File: config.mk
export PLATFORM = sky130hd
export DESIGN_NAME = config_frame_writer
export DESIGN_NICKNAME = d
export VERILOG_FILES = /design/src/rtl/config_frame_writer_pkg.sv /design/src/rtl/config_frame_writer_timeout.sv /design/src/rtl/config_frame_writer.sv
export SDC_FILE = /design/constraint.sdc
export NUM_CORES = 1
export LEC_CHECK = 0
export CORE_AREA = 3 3 80 82
export CTS_BUF_LIST = sky130_fd_sc_hd__clkbuf_16
export CTS_CLUSTER_SIZE = 28
export DETAILED_ROUTE_END_ITERATION = 8
export DIE_AREA = 0 0 83 85
export PLACE_DENSITY = 0.79
export SYNTH_ARGS = -nofsm -noshare
export SYNTH_HDL_FRONTEND = slang
export SYNTH_SLANG_ARGS = --single-unit
File: constraint.sdc
create_clock -name clock -period 1.9 [get_ports clock]
set_input_delay 0.38 -clock clock [delete_from_list [all_inputs] [get_ports clock]]
set_output_delay 0.38 -clock clock [all_outputs]
set_load 0.02 [all_outputs]
File: src/rtl/config_frame_writer_pkg.sv
// Shared types and constants for the config frame writer.
// Optional build macro: CFG_ADDR_GUARD_EN (address range guard).
package config_frame_writer_pkg;

  typedef enum logic [2:0] {
    ST_IDLE,
    ST_COUNT,
    ST_DATA_HI,
    ST_DATA_LO,
    ST_WRITE
  } state_e;

  localparam logic [5:0] CCR0_LO     = 6'h00;
  localparam logic [5:0] CCR0_HI     = 6'h01;
  localparam logic [5:0] CCR1_LO     = 6'h02;
  localparam logic [5:0] CCR1_HI     = 6'h03;
  localparam logic [5:0] CCR2_LO     = 6'h04;
  localparam logic [5:0] CCR2_HI     = 6'h05;
  localparam logic [5:0] CCR3_LO     = 6'h06;
  localparam logic [5:0] CCR3_HI     = 6'h07;
  localparam logic [5:0] COL_SEL     = 6'h08;
  localparam logic [5:0] ROW_COL_SEL = 6'h09;

  localparam int HDR_BURST_BIT = 7;
  localparam int HDR_RSVD_BIT  = 6;
  localparam int HDR_ADDR_MSB  = 5;
  localparam int HDR_ADDR_LSB  = 0;

  function automatic int unsigned cnt_width(input int unsigned t);
    return (t < 2) ? 1 : $clog2(t + 1);
  endfunction

endpackage

File: src/rtl/config_frame_writer_timeout.sv
// Inter-byte idle counter; saturates at the limit and flags expiry.
// Optional build macro: CFG_ADDR_GUARD_EN (not used here).
import config_frame_writer_pkg::*;

module frame_timeout #(
  parameter int unsigned TIMEOUT_CYCLES = 1024,
  parameter int unsigned CW = cnt_width(TIMEOUT_CYCLES)
) (
  input  logic          clock,
  input  logic          reset_n,
  input  logic          active,
  input  logic          accept,
  output logic [CW-1:0] count,
  output logic          clear,
  output logic          expired
);

  localparam logic [CW-1:0] LIMIT = CW'(TIMEOUT_CYCLES);

  assign clear   = accept | ~active;
  assign expired = (TIMEOUT_CYCLES != 0) && active && (count == LIMIT);

  always_ff @(posedge clock or negedge reset_n) begin
    if (!reset_n) begin
      count <= '0;
    end else if (clear) begin
      count <= '0;
    end else if (count != LIMIT) begin
      count <= count + 1'b1;
    end
  end

endmodule

File: src/rtl/config_frame_writer.sv
// Parses header/count/data byte frames into config register writes.
// Optional build macro: CFG_ADDR_GUARD_EN suppresses writes above ADDR_MAX.
import config_frame_writer_pkg::*;

module config_frame_writer #(
  parameter int unsigned TIMEOUT_CYCLES = 1024,
  parameter logic [5:0]  ADDR_MAX = 6'h09
) (
  input  logic        clock,
  input  logic        reset_n,
  input  logic [7:0]  rx_data,
  input  logic        rx_valid,
  output logic        rx_ready,
  output logic        write_config_n,
  output logic [5:0]  config_address,
  output logic [15:0] config_data,
  output logic        busy,
  output logic        frame_done,
  output logic        frame_error
);

  localparam int unsigned CW = cnt_width(TIMEOUT_CYCLES);

  state_e         state_q, state_d;
  logic [5:0]     addr_q;
  logic [7:0]     hi_q;
  logic [7:0]     rem_q;
  logic           err_q, err_set;
  logic           done_set;
  logic           accept, active, abort;
  logic           guard_err;
  logic [CW-1:0]  to_count;
  logic           to_clear, to_expired;

  assign rx_ready = (state_q != ST_WRITE);
  assign accept   = rx_valid & rx_ready;
  assign busy     = (state_q != ST_IDLE);
  assign active   = state_q inside {ST_COUNT, ST_DATA_HI, ST_DATA_LO};
  assign abort    = to_expired & ~to_clear;

`ifdef CFG_ADDR_GUARD_EN
  assign guard_err = (state_q == ST_WRITE) && (config_address > ADDR_MAX);
`else
  assign guard_err = 1'b0;
`endif

  assign write_config_n = ~((state_q == ST_WRITE) & ~guard_err);
  assign frame_error    = err_q | guard_err;

  frame_timeout #(
    .TIMEOUT_CYCLES (TIMEOUT_CYCLES),
    .CW             (CW)
  ) u_timeout (
    .clock   (clock),
    .reset_n (reset_n),
    .active  (active),
    .accept  (accept),
    .count   (to_count),
    .clear   (to_clear),
    .expired (to_expired)
  );

  always_comb begin
    state_d  = state_q;
    err_set  = 1'b0;
    done_set = 1'b0;
    unique case (state_q)
      ST_IDLE: begin
        if (accept)
          state_d = rx_data[HDR_BURST_BIT] ? ST_COUNT : ST_DATA_HI;
      end
      ST_COUNT: begin
        if (accept && rx_data == 8'd0) begin
          state_d = ST_IDLE;
          err_set = 1'b1;
        end else if (accept) begin
          state_d = ST_DATA_HI;
        end else if (abort) begin
          state_d = ST_IDLE;
          err_set = 1'b1;
        end
      end
      ST_DATA_HI: begin
        if (accept) begin
          state_d = ST_DATA_LO;
        end else if (abort) begin
          state_d = ST_IDLE;
          err_set = 1'b1;
        end
      end
      ST_DATA_LO: begin
        if (accept) begin
          state_d = ST_WRITE;
        end else if (abort) begin
          state_d = ST_IDLE;
          err_set = 1'b1;
        end
      end
      ST_WRITE: begin
        if (rem_q <= 8'd1) begin
          state_d  = ST_IDLE;
          done_set = 1'b1;
        end else begin
          state_d = ST_DATA_HI;
        end
      end
      default: state_d = ST_IDLE;
    endcase
  end

  always_ff @(posedge clock or negedge reset_n) begin
    if (!reset_n) begin
      state_q        <= ST_IDLE;
      err_q          <= 1'b0;
      frame_done     <= 1'b0;
      addr_q         <= '0;
      hi_q           <= '0;
      rem_q          <= '0;
      config_address <= '0;
      config_data    <= '0;
    end else begin
      state_q    <= state_d;
      err_q      <= err_set;
      frame_done <= done_set;
      if (state_q == ST_IDLE && accept) begin
        addr_q <= rx_data[HDR_ADDR_MSB:HDR_ADDR_LSB];
        rem_q  <= 8'd1;
      end
      if (state_q == ST_COUNT && accept)
        rem_q <= rx_data;
      if (state_q == ST_DATA_HI && accept)
        hi_q <= rx_data;
      // Outputs only move when a word is about to be written
      if (state_q == ST_DATA_LO && accept) begin
        config_address <= addr_q;
        config_data    <= {hi_q, rx_data};
      end
      if (state_q == ST_WRITE) begin
        rem_q  <= rem_q - 8'd1;
        addr_q <= addr_q + 6'd1;
      end
    end
  end

  count_in_range: assert property (
    @(posedge clock) disable iff (!reset_n)
    to_count <= CW'(TIMEOUT_CYCLES)
  );

endmodule

Yosys cells after proc, flatten, opt, wreduce, memory -nomap -nowiden
Index checks and enable logic that the tools add are counted.
Widths: inputs -> output; s select.
Word-level totals
  input bits: 11
  output and inout port bits: 27
  bits in registers: 60
  word-level logic and storage cells: 63
Operators by class
  multiplexer cells: 22
  reductions and logical operators: 14
  $lt $le $gt $ge: 1
  bitwise gates (word level): 6
  add/subtract/negate cells: 3
  equal/unequal tests: 8
Operators by type and width (count)
  $mux 8: 3
  $mux 11: 2
  $mux 3: 6
  $pmux 3 s5: 1
  $mux 6: 2
  $add 11x1->11 const B: 1
  $eq 11x11->1 const B: 1
  $ne 11x11->1 const B: 1
  $reduce_bool 3->1: 3
  $le 8x1->1 const B: 1
  $logic_not 8->1: 1
  $sub 8x1->8 const B: 1
  $add 6x1->6 const B: 1
  $eq 3x2->1 const B: 2
  $logic_and 1x1->1: 6
  $mux 1: 5
  $mux 2: 2
  $reduce_bool 2->1: 2
  $eq 3x1->1 const B: 1
  $eq 3x3->1 const B: 1
  $logic_not 3->1: 1
  $ne 3x3->1 const B: 1
  $not 1->1: 3
  $and 1x1->1: 2
  other kinds (4): 4

Depth between registers and ports, before layout
  depth in word-level cells: 10
  mapped depth: 6
  depth with buffers taken out: 5

Modules after synthesis
Synthesis repeated with hierarchy kept, for this count alone.
Second synthesis, totals
  cells, all modules: 267
  area, all modules: 2946.6 µm²
By module, submodules not included
  config_frame_writer: cells each 204, area an instance 2338.5 µm², seq. area each 1226.2 µm², times used 1
  frame_timeout: cells each 63, area an instance 608.1 µm², seq. area each 275.3 µm², times used 1

Worst setup path before layout
Ideal clock, no wire load.
  path kind: reg-to-reg
  start: register rem_q[2]
  end: register state_q[1]
  data arrival time: 1.512 ns
  required time: 1.760 ns
  period minus slack after synthesis: 1.652 ns
  slack: 0.248 ns
  cell stages (with the launch flop): 5
  path buffers: 0
  library setup time: 0.140 ns
  cell sequence: dfrtp_1 or3_4 or4_1 o311ai_1 o211ai_1
On the way
  cells in the longest elaborated chain, start to end: 3
Ends and longest elaborated chain
  start: declaration: RTL line config_frame_writer.sv:27  | logic [7:0] rem_q;
  start signal: assignment: RTL line config_frame_writer.sv:130  | rem_q <= rx_data;
  start signal: assignment: RTL line config_frame_writer.sv:139  | rem_q <= rem_q - 8'd1;
  $le 8x1->1: RTL line config_frame_writer.sv:100  | if (rem_q <= 8'd1) begin
  $mux 2: RTL line config_frame_writer.sv:100
  $pmux 3 s5: RTL line config_frame_writer.sv:67  | unique case (state_q)
  end signal: assignment: RTL line config_frame_writer.sv:122  | state_q <= state_d;
  end: declaration: RTL line config_frame_writer.sv:24  | state_e state_q, state_d;
Every way passes these cells.
A chain may end at the register's enable or synchronous reset.

Worst setup path in the final report
  start: register state_q[1]
  end: output rx_ready
On the way
  cells in the longest elaborated chain, start to end: 1
Ends and longest elaborated chain
  $ne 3x3->1: RTL line config_frame_writer.sv:35  | assign rx_ready = (state_q != ST_WRITE);
  end: declaration: RTL line config_frame_writer.sv:13  | output logic rx_ready,
Every way passes these cells.

==> summary.md <==
| Metric | Value |
|---|---|
| Layout fillers | `462` |
| Post-route cell area | `3750 um^2` |
| DP HPWL | `4580 um` |
| Place WS | `-0.219 ns` |
| Clock share of power | `0.257` |
| Drt drc | `0` |
| Share of cells above drive strength 1 | `0.259` |
| Seq/Total Area, Yosys | `0.529` |
| PortBufs | `37` |
| DRC marker count from the first detailed-route iteration | `215` |
| Dominant cell type by area after synthesis | `dfrtp_1` |
| CTS buffer count | `9` |
| WHS | `0.0355 ns` |
| Final WS setup | `0.0944 ns` |
| Status | `complete, no violations` |
| Slew Limit Fails | `0` |
| Post-DRT Antenna Nets | `0` |
| Post-synthesis cell count | `249` |
| GR Util All Layers | `0.206` |
| Max-cap violations | `0` |
| Antenna Diode Count | `0` |
| Clk sinks | `60` |
| Required @ worst endpoint | `1.52 ns` |
| F_max | `554 MHz` |
| Minimum clock period | `1.81 ns` |
| Worst Reg2Reg Path Length in Cells | `4` |
| Placed cell count | `375` |
| Worst Setup End Kind | `output pin` |
| Largest net degree at the start of global routing | `61` |
| Setup-failing EPs final | `0` |
| CTS root buf | `clkbuf_16` |
| DP Area | `3460 um^2` |
| Ranking of synthesized cells by area | `dfrtp_1, mux2_2, ha_1` |
| Final wirelength | `6760 um` |
| Clk_lat worst skew | `0.32 ns` |
| Top-area cell type share of the netlist area | `0.529` |
| Worst R2R End | `rem_q[7]$_DFFE_PN0P_` |
| Die height | `85 um` |
| Via count | `2203` |
| Max Fanout on Critical Path | `5` |
| Post-CTS setup buffers | `0` |
| Avg WL per Cell | `17.3 um` |
| Skew final | `0.00620 ns` |
| CP Data Arrival Time | `1.43 ns` |
| Main synth FF type | `dfrtp_1` |
| Post-synthesis net count | `265` |
| Relative slew slack | `0.704` |
| Final Cycle Share | `0.950` |
| DRT Pass-1 Iters | `6` |
| YS warnings | `0` |
| Hold Crit Class | `input pin to async pin` |
| Combinational power share | `0.396` |
| H-tree levels | `3` |
| FP Rows | `28` |
| First-pass GRT wire length | `11500 um` |
| Power per cell area | `1650 nW/um^2` |
| Pint | `4.03 mW` |
| RSZ-0062 raised after global routing | `no` |
| Vias per cell | `5.63` |
| CTS tree | `yes` |
| Clock transition at path regs | `0.06 ns` |
| Die width | `83 um` |
| Fin. Hold Viols | `0` |
| Clk buf depth | `2` |
| Vias in the first global route | `2294` |
| Final core occ | `0.645` |
| Psw | `2.14 mW` |
| Core footprint | `5820 um^2` |
| Yosys cell types | `50` |
| Leak Pwr | `1.62 nW` |
| Setup crit start kind | `register` |
| Final instance count without filler cells | `391` |
| Post-synthesis average cell area | `11.4 um^2` |
| R2R setup slack | `0.10 ns` |
| Switching Share | `0.347` |
| Crit path kind | `register to output pin` |
| Worst reg2reg path startpoint | `rem_q[2]$_DFFE_PN0P_` |
| Initial Util | `0.488` |
| Post-synth EDFFs | `0` |
| Gpl congestion | `0.916` |
| Final net count | `327` |
| Synthesis-to-layout area growth | `32.2%` |
| GRT Residual Overflow | `0` |
| Post-synthesis instance area | `2840 um^2` |
| Critical Path Source | `state_q[1]$_DFFE_PN0P_` |
| I/O pins | `38` |
| Initial antenna violation count | `0` |
| Die area | `7060 um^2` |
| Yosys reg bits | `60` |
| Worst vdd ir | `1.15 mV` |
| Slew at the pin closest to its max-slew limit | `0.443 ns` |
| Sequential share of power | `0.347` |
| Synth async-reset ratio | `1.00` |
==> area by class of cell <==
type	count	area, um^2	area share
multi-input combinational	169	1250	0.334
clock inverter	7	67.6	0.0180
clock buffer	9	225	0.0600
inverter	8	30.0	0.00800
timing repair buffer	63	582	0.155
tap	75	93.8	0.0250
sequential	60	1500	0.400
==> cells by family (layout without fill, tap and decap cells) <==
family	after synthesis	in the layout	share of synthesized area
xor+xnor	10	10	0.0309
compound gates	49	49	0.116
flops	60	60	0.529
simple gates	73	73	0.144
fa+ha+maj	5	5	0.0220
buf+inv	20	87	0.0317
mux	32	32	0.126
==> synthesized netlist by cell type, types with 4 or more instances <==
master,instances
xor2_1,6
or3_1,4
o22ai_1,6
clkbuf_1,7
a21oi_1,12
ha_1,5
nand3_1,10
dfrtp_1,60
o21ai_0,12
nor4_1,4
mux2_2,30
xnor2_1,4
o22a_1,4
and3_1,4
nor2_1,16
inv_1,8
nand2_1,10
==> how the worst max path moves through the flow <==
stage | endpoint | slack (ns)
floorplan | state_q[1]$_DFFE_PN0P_ | 0.25
global placement | rem_q[3]$_DFFE_PN0P_ | -0.17
detailed placement | rem_q[3]$_DFFE_PN0P_ | -0.22
CTS | rx_ready | 0.06
global route | rem_q[7]$_DFFE_PN0P_ | 0.004
finish | rx_ready | 0.09
==> stage by stage <==
step                TNS [ns]  power (mW)
floorplan                  0        3.55
global placement       -1.86        4.49
detailed placement     -2.99        4.58
CTS                        0        6.21
global route               0        6.53
finish                     0        6.17
==> per-layer routing <==
metal,share of wire,GRT usage,up-vias
li1,-,-,1037
met1,0.46,0.280,1076
met2,0.47,0.312,78
met3,0.051,0.0515,12
met4,0.023,0.0936,0
met5,0,0,-
==> cells in the final DEF (no fill, tap or decap), types with 4 or more instances in the layout <==
master,count
a21oi_1,12
and3_1,4
buf_4,24
clkbuf_16,9
clkdlybuf4s50_1,33
dfrtp_1,60
ha_1,5
inv_1,8
mux2_2,30
nand2_1,9
nand3_1,10
nor2_1,15
nor4_1,4
o21ai_0,12
o22a_1,4
o22ai_1,6
or3_1,4
xnor2_1,4
xor2_1,6
==> state kept, by name, indices dropped and copies added, names as in the netlist <==
| signal | cells |
|---|---|
| addr_q | 6 |
| config_address | 6 |
| config_data | 16 |
| frame_done | 1 |
| frame_error | 1 |
| hi_q | 8 |
| rem_q | 8 |
| state_q | 3 |
| u_timeout.count | 11 |
==> timing repair <==
| item | in CTS | in global routing |
|---|---|---|
| endpoints found under the setup margin | 3 | 1 |
| hold buffers | 0 | 0 |
| resized for setup | 5 | 1 |
==> worst max-delay path: stages, from the launching register on <==
cell and delay [ns]:
dfrtp_1 0.38, nor2_2 0.22, nand2_2 0.15, dlygate4sd2_1 0.35
==> power by group through the flow <==
stage	clock network, mW	registers [mW]	logic, mW
floorplan	0	2.35	1.20
global placement	0	2.13	2.36
detailed placement	0	2.15	2.44
CTS	1.61	2.14	2.46
global route	1.66	2.22	2.64
finish	1.59	2.14	2.45
Power figures use the tool's default switching activity.
